==> src/rtl/seq_det_pkg.sv <==
// Shared definitions for the parametrised serial-pattern detector.
// Provides default sizing, overlap-mode encodings, the fill-counter width
// helper and the pattern-length legality check used at elaboration.
package seq_det_pkg;

  // Default pattern length and match-counter width (legacy "000" detector)
  localparam int DEF_PAT_W = 3;
  localparam int DEF_CNT_W = 8;

  // Encoding of the runtime overlap input
  localparam logic MODE_OVERLAP    = 1'b1;
  localparam logic MODE_NONOVERLAP = 1'b0;

  // Width of the fill counter; it must hold 0..pat_w-1
  function automatic int fill_w_f(input int pat_w);
    return $clog2(pat_w);
  endfunction

  // Fill width for the default pattern length
  localparam int DEF_FILL_W = fill_w_f(DEF_PAT_W);

  // Supported pattern lengths are 2..16
  function automatic bit pat_w_legal_f(input int pat_w);
    return (pat_w >= 2) && (pat_w <= 16);
  endfunction

endpackage

==> src/rtl/sat_counter.sv <==
// Saturating up-counter.
// Ports: clock - rising-edge clock; reset - synchronous active-high reset;
//        clr - synchronous clear; inc - count enable; cnt - current count,
//        sticks at all-ones and never wraps.
module sat_counter #(
  parameter int W = 8
) (
  input  logic         clock,
  input  logic         reset,
  input  logic         clr,
  input  logic         inc,
  output logic [W-1:0] cnt
);

  localparam logic [W-1:0] CNT_MAX = {W{1'b1}};

  // Count register: reset/clear to zero, increment until saturated
  always_ff @(posedge clock) begin
    if (reset) begin
      cnt <= {W{1'b0}};
    end else if (clr) begin
      cnt <= {W{1'b0}};
    end else if (inc && (cnt != CNT_MAX)) begin
      cnt <= cnt + W'(1);
    end else begin
      cnt <= cnt;
    end
  end

endmodule

==> src/rtl/seq_detector_param.sv <==
// Parametrised Mealy serial-pattern detector with valid qualifier,
// runtime overlap/non-overlap mode, soft clear and saturating match count.
// Ports: clock, reset (sync, active-high); in - serial bit; in_valid - bit
//        qualifier; overlap - 1 reuses matched bits, 0 restarts after a
//        match; clear - soft clear of history and count; out - combinational
//        match flag; out_q - out delayed one cycle; match_cnt - saturating
//        match count; fill - number of valid history bits (0..PAT_W-1).
module seq_detector_param
  import seq_det_pkg::*;
#(
  parameter int               PAT_W   = DEF_PAT_W,
  parameter logic [PAT_W-1:0] PATTERN = {PAT_W{1'b0}},
  parameter int               CNT_W   = DEF_CNT_W
) (
  input  logic                         clock,
  input  logic                         reset,
  input  logic                         in,
  input  logic                         in_valid,
  input  logic                         overlap,
  input  logic                         clear,
  output logic                         out,
  output logic                         out_q,
  output logic [CNT_W-1:0]             match_cnt,
  output logic [fill_w_f(PAT_W)-1:0]   fill
);

  localparam int               FILL_W   = fill_w_f(PAT_W);
  localparam logic [FILL_W-1:0] FILL_MAX = FILL_W'(PAT_W - 1);

  if (!pat_w_legal_f(PAT_W)) begin : g_bad_pat_w
    $error("seq_detector_param: PAT_W must be in 2..16");
  end

  logic [PAT_W-2:0]  hist_r;
  logic [PAT_W-2:0]  hist_nxt_s;
  logic [FILL_W-1:0] fill_r;
  logic [FILL_W-1:0] fill_nxt_s;
  logic [PAT_W-1:0]  window_s;
  logic              hit_s;
  logic              out_q_r;

  // Match detection on the stored history plus the incoming bit
  always_comb begin
    window_s = {hist_r, in};
    hit_s    = 1'b0;
    // fill gate keeps the zeroed history from matching right after reset
    if (in_valid && !reset && !clear && (fill_r == FILL_MAX) &&
        (window_s == PATTERN)) begin
      hit_s = 1'b1;
    end else begin
      hit_s = 1'b0;
    end
  end

  // Next history and fill values
  always_comb begin
    hist_nxt_s = hist_r;
    fill_nxt_s = fill_r;
    if (clear) begin
      hist_nxt_s = {(PAT_W-1){1'b0}};
      fill_nxt_s = {FILL_W{1'b0}};
    end else if (in_valid) begin
      // the oldest bit falls off the top; works for PAT_W=2 as well
      hist_nxt_s = window_s[PAT_W-2:0];
      if (hit_s && (overlap == MODE_NONOVERLAP)) begin
        fill_nxt_s = {FILL_W{1'b0}};
      end else if (fill_r != FILL_MAX) begin
        fill_nxt_s = fill_r + FILL_W'(1);
      end else begin
        fill_nxt_s = fill_r;
      end
    end else begin
      hist_nxt_s = hist_r;
      fill_nxt_s = fill_r;
    end
  end

  // History, fill and delayed match registers
  always_ff @(posedge clock) begin
    if (reset) begin
      hist_r  <= {(PAT_W-1){1'b0}};
      fill_r  <= {FILL_W{1'b0}};
      out_q_r <= 1'b0;
    end else begin
      hist_r  <= hist_nxt_s;
      fill_r  <= fill_nxt_s;
      out_q_r <= hit_s;
    end
  end

  sat_counter #(
    .W (CNT_W)
  ) u_match_cnt (
    .clock (clock),
    .reset (reset),
    .clr   (clear),
    .inc   (hit_s),
    .cnt   (match_cnt)
  );

  assign out   = hit_s;
  assign out_q = out_q_r;
  assign fill  = fill_r;

endmodule

==> config.mk <==
export PLATFORM = sky130hd
export DESIGN_NAME = seq_detector_param
export DESIGN_NICKNAME = d
export VERILOG_FILES = /design/src/rtl/seq_det_pkg.sv /design/src/rtl/sat_counter.sv /design/src/rtl/seq_detector_param.sv
export SDC_FILE = /design/constraint.sdc
export NUM_CORES = 1
export LEC_CHECK = 0
export ABC_CLOCK_PERIOD_IN_PS = 3700
export CAP_MARGIN = 25
export CORE_MARGIN = 1.5
export CORE_UTILIZATION = 30
export CTS_CLUSTER_SIZE = 28
export DETAILED_ROUTE_END_ITERATION = 6
export HOLD_SLACK_MARGIN = 0.1
export PLACE_DENSITY_LB_ADDON = 0.15
export SKIP_CTS_REPAIR_TIMING = 1
export SYNTH_ARGS = -nofsm -noshare
export SYNTH_HDL_FRONTEND = slang
export SYNTH_SLANG_ARGS = --single-unit
export TNS_END_PERCENT = 50
==> constraint.sdc <==
create_clock -name clock -period 3.7 [get_ports clock]
set_input_delay 0.925 -clock clock [delete_from_list [all_inputs] [get_ports clock]]
set_output_delay 0.925 -clock clock [all_outputs]
set_load 0.01 [all_outputs]
==> metrics.md <==
| Metric | Value |
|---|---|
| Run status | finished clean |
| Highest clock rate | 285 MHz |
| Final period util | 94.8% |
| Routed Antenna Nets | 0 |
| Cell taking the most area after synthesis | dfxtp_1 |
| Layout cells sized above 1 | 15.9% |
| Yosys reg bits | 13 |
| Worst Setup SP | in |
| Initial DRT Pass Iterations | 4 |
| Syn Inst Count | 66 |
| N_diodes | 0 |
| Reg2reg path depth | 6 |
| Die H | 48.8 um |
| Worst slew pin tran | 0.417 ns |
| Worst clock skew | 0.000619 ns |
| Num ports | 18 |
| Hold Path Depth | 2 |
| Final RePlAce weighted congestion | 0.726 |
| Storage cell area | 260 sq um |
| First-pass GRT wire length | 2150 um |
| Fin crit period | 3.51 ns |
| Leading post-synthesis cells by cell area | dfxtp_1 41%, mux2i_1 4.8%, nor2_1 4.2% |
| Drt wl/cell | 11.1 um |
| DRC | 0 |
| Final Hold Viols | 0 |
| Netlist Area Pre-Place | 628 sq um |
| Multi-input logic area | 357 sq um |
| Crit path kind | primary input to output pin |
| Synth top area share | 41.4% |
| Syn Area/Cell | 9.52 sq um |
| Longest Clk Path Bufs | 2 |
| Top-count cell post-synth | dfxtp_1 |
| Crit. End Element | output pin |
| DRT Wirelength | 1270 um |
| Initial Utilization | 32.0% |
| PD cells | 285 nW/um^2 |
| Number of fillers in the final layout | 225 |
| CTS tree | built |
| Clock root buffer | clkbuf_4 |
| RSZ-0062 raised after global routing | no |
| Reg2Reg Setup Slack | 1.88 ns |
| Drt initial violations | 4 |
| Initial antenna violation count | 0 |
| Vias in the first global route | 514 |
| FP Rows | 16 |
| Worst slew margin | 72.1% |
| Hold Crit Class | flop to flop |
| IO Port Bufs | 17 |
| Yosys Warn Count | 0 |
| Syn_nets | 74 |
| Clock-pin transition on the worst setup and hold timing paths | 0.07 ns |
| Core Area | 1960 sq um |
| Peak VDD IR | 0.148 mV |
| Crit Reg-Reg Endpoint | u_match_cnt.cnt[6] |
| Vias | 558 |
| Arr. time, crit path | 2.58 ns |
| Total GRT Usage | 11.9% |
| Clk_lat worst skew | 0.27 ns |
| Clock Sink Count | 13 |
| # nets final | 97 |
| Final Setup Violations | 0 |
| Hold slack | 0.496 ns |
| Sequential area share after synthesis | 41.4% |
| Ys flop type | dfxtp_1 |
| Num CTS Buffers | 3 |
| Die area | 2380 sq um |
| Req. time, crit path | 2.77 ns |
| DR vias/cell | 4.85 |
| Synth top cells by count | 13 x dfxtp_1, 7 x nor2_1, 5 x nand3_1 |
| Synth unique cells | 31 |
| Reg-to-reg startpoint | fill[0] |
| Post-synth EDFFs | 0 |
| Final HPWL DP | 974 um |
| DP Area | 843 sq um |
| Die Width | 48.8 um |
| Largest net degree at the start of global routing | 9 |
| Max Cap Viol | 0 |
| H-tree depth | 1 |
| Hold path start | fill[1] |
| Max-slew violations | 0 |
| Sum Neg Setup Slack | 0 ns |
| GR Overflow Total | 0 |
| Power, Total | 248 uW |
| Leakage power | 0.000315 uW |
| Cells after DPL | 111 |
| Post-synth ARST share | 0% |
| Startpoint Class | primary input |
| Post-layout instance area | 870 sq um |
| Area Overhead vs Synth | 38.4% |
| Hold Crit Endpoint | fill[1] |
| Crit-path max FO | 3 |
| Post-route insts no fill | 115 |
-- metrics by stage --
| step | util [%] | worst slack (ns) |
|---|---|---|
| after global placement | 43.0 | 0.197 |
| after detailed placement | 43.0 | 0.193 |
| after CTS | 44.3 | 0.191 |
| after floorplan | - | 1.10 |
| final | 44.3 | 0.192 |
| after global routing | 44.3 | 0.143 |
-- sequential cells by signal, summed over array words and instances (netlist names) --
name             count
u_match_cnt.cnt      8
fill                 2
hist_r               2
out_q                1
-- critical path, stage by stage --
cell and delay, ns:
clkdlybuf4s50_1 0.45, or4b_4 0.53, nor2_1 0.13, clkdlybuf4s50_1 0.54
-- per-layer routing --
| metal | share of wire [%] | vias up | GRT usage [%] | routed length [um] |
|---|---|---|---|---|
| met4 | 1.8 | 0 | 7.14 | 23 |
| met1 | 52 | 249 | 16.0 | 656 |
| li1 | - | 291 | - | - |
| met3 | 6.0 | 4 | 4.32 | 76 |
| met5 | 0 | - | 0 | 0 |
| met2 | 41 | 14 | 16.0 | 516 |
-- kinds of logic after synthesis --
logic type / share of synthesized area [%]
AOI/OAI and AO/OA: 15.3
muxes: 4.78
xor gates and xnor gates: 1.39
DFF: 41.4
and+or+nand+nor: 31.3
adders and majority gates: 3.98
buffers and inverters: 1.79
-- power by group --
group	leakage [uW]	switching, uW	internal [uW]
Clock	0.0000150	43.0	41.7
Combinational	0.000195	8.80	11.9
Sequential	0.000105	1.19	141
-- cell usage in the layout (no fill, tap or decap), drive strengths merged, types with 3 or more instances in the layout --
cell            n
clkdlybuf4s50  17
nor2            7
mux2i           3
nand3           5
nand2           3
a21oi           4
o21ai           3
dfxtp          13
clkbuf          4
-- how the worst max path moves through the flow --
stage	to	slack, ns	depth (start not counted)
floorplan	out	1.10	2
global placement	out	0.20	4
detailed placement	out	0.19	4
CTS	out	0.19	4
global route	out	0.14	4
finish	out	0.19	4
-- final cells by class --
class,instances,area share (%)
Clock buffer,4,3.02
Sequential cell,13,29.9
Multi-Input combinational cell,50,41.0
Timing Repair Buffer,19,21.3
Tap cell,27,3.88
Inverter,2,0.863
No activity file was read; power rests on OpenSTA's default activity.
